==> src/rtl/alu_pkg.sv <==
// alu_pkg: ALU control codes, R-type funct constants and issue FSM state encoding
package alu_pkg;
  localparam logic [3:0] ALU_NOP = 4'b0000;
  localparam logic [3:0] ALU_ADD = 4'b0001;
  localparam logic [3:0] ALU_SUB = 4'b0010;
  localparam logic [3:0] ALU_AND = 4'b0011;
  localparam logic [3:0] ALU_OR  = 4'b0100;
  localparam logic [2:0] FUNCT3_ADD_SUB = 3'b000;
  localparam logic [2:0] FUNCT3_AND     = 3'b111;
  localparam logic [2:0] FUNCT3_OR      = 3'b110;
  localparam logic [6:0] FUNCT7_BASE    = 7'b0000000;
  localparam logic [6:0] FUNCT7_ALT     = 7'b0100000;
  localparam logic [6:0] FUNCT7_MULDIV  = 7'b0000001;
  typedef enum logic [1:0] {S_IDLE, S_EXEC, S_MUL, S_DONE} state_t;
endpackage

==> src/rtl/alu_op_decode.sv <==
// alu_op_decode: maps (funct7, funct3) to ALU control code, MUL flag and illegal flag
module alu_op_decode
  import alu_pkg::*;
(
  input  logic [6:0] funct7,
  input  logic [2:0] funct3,
  output logic [3:0] alu_ctrl,
  output logic       is_mul,
  output logic       illegal
);
  logic base, alt;
  always_comb begin
    base = funct7 == FUNCT7_BASE;
    alt = funct7 == FUNCT7_ALT;
    is_mul = funct7 == FUNCT7_MULDIV && funct3 == FUNCT3_ADD_SUB;
    alu_ctrl = base && funct3 == FUNCT3_ADD_SUB ? ALU_ADD :
               alt  && funct3 == FUNCT3_ADD_SUB ? ALU_SUB :
               base && funct3 == FUNCT3_AND     ? ALU_AND :
               base && funct3 == FUNCT3_OR      ? ALU_OR  :
               is_mul                           ? ALU_ADD : ALU_NOP;
    illegal = alu_ctrl == ALU_NOP;
  end
endmodule

==> src/rtl/alu_issue_ctrl.sv <==
// alu_issue_ctrl: req/rsp front end for a combinational ALU; decodes R-type ops and runs MUL as shift-and-add ALU passes
module alu_issue_ctrl
  import alu_pkg::*;
#(
  parameter int XLEN = 32
) (
  input  logic            clk,
  input  logic            reset,
  input  logic            req_valid,
  output logic            req_ready,
  input  logic [2:0]      req_funct3,
  input  logic [6:0]      req_funct7,
  input  logic [XLEN-1:0] req_a,
  input  logic [XLEN-1:0] req_b,
  output logic            rsp_valid,
  input  logic            rsp_ready,
  output logic [XLEN-1:0] rsp_data,
  output logic            rsp_err,
  output logic [XLEN-1:0] alu_a,
  output logic [XLEN-1:0] alu_b,
  output logic [3:0]      alu_ctrl,
  input  logic [XLEN-1:0] alu_result
);
  state_t state, state_n;
  logic [3:0] dec_ctrl, op_ctrl;
  logic dec_mul, dec_illegal, accept;
  logic [XLEN-1:0] op_a, op_b, acc, mcand, mplier;
  logic [5:0] cnt;
  alu_op_decode u_dec (
    .funct7(req_funct7),
    .funct3(req_funct3),
    .alu_ctrl(dec_ctrl),
    .is_mul(dec_mul),
    .illegal(dec_illegal)
  );
  always_ff @(posedge clk) state <= reset ? S_IDLE : state_n;
  always_comb begin
    state_n = state;
    req_ready = 1'b0;
    alu_a = '0;
    alu_b = '0;
    alu_ctrl = ALU_NOP;
    case (state)
      S_IDLE: begin
        req_ready = !reset;
        if (req_valid)
          state_n = dec_illegal || (dec_mul && req_b == '0) ? S_DONE : dec_mul ? S_MUL : S_EXEC;
      end
      S_EXEC: begin
        alu_a = op_a;
        alu_b = op_b;
        alu_ctrl = op_ctrl;
        state_n = S_DONE;
      end
      S_MUL: begin
        alu_a = acc;
        alu_b = mcand;
        alu_ctrl = ALU_ADD;
        if ((mplier >> 1) == '0 || cnt == 6'd31) state_n = S_DONE;
      end
      default: if (rsp_ready) state_n = S_IDLE;
    endcase
  end
  assign accept = req_ready && req_valid;
  always_ff @(posedge clk) begin
    if (reset) begin
      rsp_valid <= 1'b0;
      rsp_data <= '0;
      rsp_err <= 1'b0;
      op_a <= '0;
      op_b <= '0;
      op_ctrl <= ALU_NOP;
      acc <= '0;
      mcand <= '0;
      mplier <= '0;
      cnt <= '0;
    end else begin
      rsp_valid <= state_n == S_DONE;
      case (state)
        S_IDLE: if (accept) begin
          op_a <= req_a;
          op_b <= req_b;
          op_ctrl <= dec_ctrl;
          acc <= '0;
          mcand <= req_a;
          mplier <= req_b;
          cnt <= '0;
          if (state_n == S_DONE) begin
            rsp_data <= '0;
            rsp_err <= dec_illegal;
          end
        end
        S_EXEC: begin
          rsp_data <= alu_result;
          rsp_err <= 1'b0;
        end
        S_MUL: begin
          if (mplier[0]) acc <= alu_result;
          mcand <= mcand << 1;
          mplier <= mplier >> 1;
          cnt <= cnt + 6'd1;
          if (state_n == S_DONE) begin
            rsp_data <= mplier[0] ? alu_result : acc;
            rsp_err <= 1'b0;
          end
        end
        default: ;
      endcase
    end
  end
endmodule

==> config.mk <==
export PLATFORM = sky130hd
export DESIGN_NAME = alu_issue_ctrl
export DESIGN_NICKNAME = d
export VERILOG_FILES = /design/src/rtl/alu_pkg.sv /design/src/rtl/alu_op_decode.sv /design/src/rtl/alu_issue_ctrl.sv
export SDC_FILE = /design/constraint.sdc
export NUM_CORES = 1
export LEC_CHECK = 0
export CORE_ASPECT_RATIO = 0.8
export CORE_MARGIN = 1
export CORE_UTILIZATION = 35
export CTS_CLUSTER_SIZE = 40
export DETAILED_ROUTE_END_ITERATION = 10
export HOLD_SLACK_MARGIN = 0.05
export PLACE_DENSITY = 0.65
export SLEW_MARGIN = 20
export SYNTH_ARGS = -nofsm -noshare
export SYNTH_HDL_FRONTEND = slang
export SYNTH_SLANG_ARGS = --single-unit
==> constraint.sdc <==
create_clock -name clk -period 2.86 [get_ports clk]
set_clock_uncertainty 0.05 [all_clocks]
set_input_delay 0.572 -clock clk [delete_from_list [all_inputs] [get_ports clk]]
set_output_delay 0.572 -clock clk [all_outputs]
set_load 0.05 [all_outputs]
* Word level (Yosys, flattened, before mapping)
Cells that the tools add are included.
** Word-level totals
- Flip-flop bits (word level) :: 206
- Input bits :: 110
- Output and inout port bits :: 103
- Logic and storage cells :: 76
** Cells by class
- $add $sub $neg :: 1
- Eq/ne operators :: 11
- Mux-type cells :: 32
- Reductions and logical operators :: 21
** Operators with widths (count)
- $pmux 32 s2 :: 5
- $mux 32 :: 7
- $pmux 32 s3 :: 1
- $logic_not 32->1 :: 2
- $mux 4 :: 4
- $pmux 6 s2 :: 1
- $mux 2 :: 5
- $pmux 4 s2 :: 1
- $eq 7x1->1 const B :: 1
- $eq 7x6->1 const B :: 1
- $logic_and 1x1->1 :: 7
- $logic_not 7->1 :: 1
- $add 6x1->6 const B :: 1
- $eq 3x3->1 const B :: 2
- $eq 6x5->1 const B :: 1
- $mux 6 :: 1
- $ne 2x2->1 const B :: 3
- $pmux 2 s3 :: 1
- $mux 1 :: 5
- $eq 2x2->1 const B :: 2
- $logic_not 4->1 :: 1
- $reduce_and 2->1 :: 2
- $reduce_and 4->1 :: 1
- $logic_not 3->1 :: 1
- other kinds (7) :: 8

* Longest topological paths before layout
- Word-level depth :: 16
- Depth in mapped cells :: 12
- Mapped depth without buffers :: 9

* By module
From an unflattened synthesis, not the netlist that was laid out.
** Unflattened totals
- Cells, all modules :: 1111
- Area, all modules :: 9176.3 um2
** By module, submodules not included
- alu_issue_ctrl :: instances 1, cells each 1092, area each 9057.4 um2, sequential area each 4124.0 um2
- alu_op_decode :: instances 1, cells each 19, area each 118.9 um2, sequential area each 0.0 um2

* Worst setup path before layout
No wires, ideal clock.
- Kind :: register to output
- Start point :: reg state[0]
- End point :: out alu_a[22]
- Data arrival time :: 2.127 ns
- Data required time :: 2.238 ns
- Slack :: 0.111 ns
- Stages on the path, launching flop included :: 8
- Buffers on the path :: 3
- Path through :: dfxtp_1 -> inv_1 -> ha_1 -> clkbuf_1 -> clkbuf_1 -> clkbuf_1 -> a22oi_1 -> nor2_1
** On the way
- Word-level cells in the longest chain between the ends :: 2
- Elaborated cells on any way between the ends :: 3
- Classes of those cells :: eq/ne (2); mux (1)
** RTL lines
- start, declared :: line alu_issue_ctrl.sv:24 : state_t state, state_n;
- start signal, assigned :: line alu_issue_ctrl.sv:36 : always_ff @(posedge clk) state <= reset ? S_IDLE : state_n;
- $eq 2x2->1 / $eq 2x1->1 (equally long branches) :: line alu_issue_ctrl.sv:43 : case (state)
- $pmux 32 s2 * :: line alu_issue_ctrl.sv:43
- end, declared :: line alu_issue_ctrl.sv:19 : output logic [XLEN-1:0] alu_a,
Mark *: on every way between the ends. The rest lies on a longest branch, timed or not.

* Worst setup path after layout
- Start point :: reg state[0]
- End point :: out alu_a[12]
Same word-level chain as after synthesis.

==> results.md <==
| Item | Value | Unit |
|---|---|---|
| Signed area change from the synthesized netlist to the final layout | 45.85 | % |
| Htree depth | 1 | - |
| Number of flops mapped to enable cells by yosys | 0 | - |
| Final critical-path share of the clock period | 96.58 | % |
| Net count after synthesis | 1288 | - |
| Total negative slack | 0 | ns |
| Register-to-register path setup slack | 0.33 | ns |
| Half-perimeter wire length after placement | 22030 | µm |
| Number of detailed-routing iterations run before antenna repair | 7 | - |
| Via density | 5.448 | - |
| Cell types with the largest area share after synthesis | sky130_fd_sc_hd__dfxtp_1 (43%), sky130_fd_sc_hd__a22oi_1 (10%), sky130_fd_sc_hd__nor2_1 (8.1%) | - |
| Final RePlAce weighted congestion | 0.8543 | - |
| Crit Path Max Fanout | 33 | - |
| Leakage component of the power | 5.302 | nW |
| Critical Path AT | 2.14 | ns |
| CTS tree | built | - |
| GR Layer Usage met3 | 3.543 | % |
| Placeable core region | 26660 | µm² |
| Pwr dens | 919.5 | nW/µm² |
| Kind of end point of the critical path | output port | - |
| Number of cells traversed by the worst hold path | 2 | - |
| Final setup violating endpoints | 0 | - |
| Sequential fraction of the synthesis area | 42.58 | % |
| Share of flip-flops with an asynchronous set or reset after synthesis | 0 | % |
| Critical Setup Path Class | flop to output port | - |
| Final routed wirelength across all metal layers | 32130 | µm |
| Antenna Cells | 0 | - |
| Rows | 53 | - |
| Met1 layer usage reported by global route | 31.06 | % |
| Final Net Count | 1497 | - |
| First-pass GRT wire length | 50090 | µm |
| Peak supply drop | 0.0005962 | V |
| Worst flop-to-flop path endpoint | rsp_data[27] | - |
| Number of warning messages in the yosys log | 0 | - |
| Worst min-delay path endpoint | acc[27] | - |
| Overflow left after global routing | 0 | - |
| Effective utilization at floorplan | 36.16 | % |
| Worst Min Path Start | reset | - |
| Top_reg_cell synth | sky130_fd_sc_hd__dfxtp_1 | - |
| Max transition margin | 47.73 | % |
| Place WS | -0.4138 | ns |
| DRC violation count after routing | 0 | - |
| Cell at the root of the clock tree | sky130_fd_sc_hd__clkbuf_16 | - |
| Number of filler instances in the final layout | 2479 | - |
| Iteration-0 DRC count of the detailed router | 806 | - |
| Avg Cell Area, Syn | 8.218 | µm² |
| Outcome | completed | - |
| #FFs+latches synth | 205 | - |
| Maximum buffer depth of the clock tree | 3 | - |
| Final WS setup | 0.09794 | ns |
| Top cell types by occurrence after synthesis | sky130_fd_sc_hd__nor2_1 (208), sky130_fd_sc_hd__dfxtp_1 (205), sky130_fd_sc_hd__nand2_1 (140) | - |
| Critical register-to-register path startpoint | mplier[7] | - |
| Horizontal die dimension | 187.5 | µm |
| Height of the die | 150.4 | µm |
| Total count of max-transition violations in the final report | 0 | - |
| Worst Max-Slew Pin Slew | 0.7841 | ns |
| Maximum number of pins on one net before global-route repair | 81 | - |
| Worst hold path type | primary input to flop | - |
| Number of failing hold endpoints at the final stage | 0 | - |
| Critical path data required time | 2.24 | ns |
| CTS clk-pin slew, worst paths | 0.06 | ns |
| Sink Count | 205 | - |
| Mean routed wirelength per cell | 18.32 | µm |
| Max-capacitance violation count | 0 | - |
| Total track usage | 21.92 | % |
| Met2 Track Usage GR | 34.81 | % |
| Synth Cell Area | 9639 | µm² |
| CTS buffer count | 23 | - |
| Vias in the first global route | 9146 | - |
| Worst Reg2Reg Path Length in Cells | 9 | - |
| Share of post-route cells with drive strength above 1 | 20.11 | % |
| Post-Synthesis Cells | 1173 | - |
| Storage cell area | 4106 | µm² |
| Die footprint | 28210 | µm² |
| Area leader, netlist | sky130_fd_sc_hd__dfxtp_1 | - |
| Number of buffers inserted for hold repair after clock tree synthesis | 0 | - |
| Clock latency at the later pin of the worst-skew pair | 0.50 | ns |
| Number of distinct library cell variants in the gate-level netlist after synthesis | 46 | - |
| Crit path launch type | flop | - |
| Maximum operating frequency | 362.0 | MHz |
| Antenna Violating Nets Remaining | 0 | - |
| Shortest period the worst path allows | 2.762 | ns |
| Unrepaired setup endpoints after global routing | false | - |
| Total number of vias | 9555 | - |
| Layer with the highest usage | met2 | - |
| Count of input and output buffers | 211 | - |
| Leading cell type by number of instances after synthesis | sky130_fd_sc_hd__nor2_1 | - |
| Fraction of synthesized cell area taken by the top area cell type | 42.58 | % |
| Top Ports | 213 | - |
| Antenna violations before repair | 0 | - |
| Total area of multi-input combinational cells | 5111 | µm² |
==> area by class of cell <==
cell class | instances | share of cell area [%]
tap | 357 | 3.177
multi-input combinational | 816 | 36.36
clock inverter | 5 | 0.5340
sequential | 205 | 29.21
timing repair buffer | 298 | 24.87
clock buffer | 35 | 4.842
inverter | 38 | 1.015
==> what timing repair did <==
| item | 4_1_cts | 5_1_grt |
|---|---|---|
| buffers inserted | 1 | 0 |
| setup endpoints to repair | 31 | 93 |
| resized for setup | 4 | 49 |
| pin swaps | 0 | 2 |
| cloned | 0 | 1 |
==> critical path, cell delays in order (launching register included) <==
cell and delay, ns:
sky130_fd_sc_hd__dfxtp_2 0.37, sky130_fd_sc_hd__inv_1 0.11, sky130_fd_sc_hd__ha_2 0.40, sky130_fd_sc_hd__inv_2 0.10
sky130_fd_sc_hd__clkbuf_16 0.26, sky130_fd_sc_hd__nor2_2 0.21, sky130_fd_sc_hd__buf_12 0.16
==> flip-flops by register name, summed over array words and instances, names as in the netlist <==
signal / flops
op_a: 32
rsp_err: 1
op_b: 32
cnt: 6
rsp_valid: 1
state: 2
acc: 32
op_ctrl: 3
rsp_data: 32
mplier: 32
mcand: 32
==> worst max-delay path by stage <==
stage	start	end	slack (ns)
2_1_floorplan	state[0]	alu_a[22]	0.11
3_3_place_gp	req_b[7]	rsp_data[16]	-0.30
3_5_place_dp	req_b[31]	rsp_data[27]	-0.41
4_1_cts	state[0]	alu_a[0]	-0.03
5_1_grt	req_b[31]	rsp_data[27]	0.008
6_report	state[0]	alu_a[12]	0.1
==> kinds of logic after synthesis <==
kind of cell               share of synthesized area [%]
other                                            0.03890
muxes                                              3.427
and+or+nand+nor                                    23.38
adders and majority gates                         0.6490
DFF                                                42.58
xor gates and xnor gates                          0.3635
AOI/OAI and AO/OA                                  23.13
buffers and inverters                              6.438
==> cell usage in the layout (no fill, tap or decap), types with 33 or more instances in the layout <==
cell,count
sky130_fd_sc_hd__clkdlybuf4s50_1,142
sky130_fd_sc_hd__buf_12,68
sky130_fd_sc_hd__nand2_1,139
sky130_fd_sc_hd__nor3_1,38
sky130_fd_sc_hd__buf_4,83
sky130_fd_sc_hd__a22oi_1,131
sky130_fd_sc_hd__nand3b_1,66
sky130_fd_sc_hd__inv_1,37
sky130_fd_sc_hd__dfxtp_1,203
sky130_fd_sc_hd__nor2_2,42
sky130_fd_sc_hd__mux2i_1,33
sky130_fd_sc_hd__nor2_1,162
sky130_fd_sc_hd__o21ai_1,33
==> layer usage <==
metal / up-vias / share of wire [%]
li1: 4598 / -
met1: 4562 / 46
met2: 345 / 45
met3: 50 / 6.9
met4: 0 / 2.0
met5: - / 0
==> power breakdown <==
| part | switching, W | internal [W] |
|---|---|---|
| registers | 0.000481 | 0.00348 |
| logic | 0.00373 | 0.00226 |
| clock network | 0.00117 | 0.00181 |
==> metrics by stage <==
| stage | hold WS (ns) | cell area (µm²) | util (%) | total power, W | cells |
|---|---|---|---|---|---|
| final | 0.4065 | 14060 | 52.74 | 0.01293 | 1754 |
| after global routing | 0.4101 | 14060 | 52.74 | 0.01361 | 1754 |
| after CTS | 0.3914 | 13900 | 52.14 | 0.01263 | 1753 |
| after detailed placement | 0.4018 | 13110 | 49.19 | 0.009578 | 1712 |
| after global placement | 0.4003 | 13110 | 49.19 | 0.009491 | 1712 |
| after floorplan | 0.3868 | 9639 | - | 0.007316 | 1173 |
No activity file was read; power rests on OpenSTA's default activity.
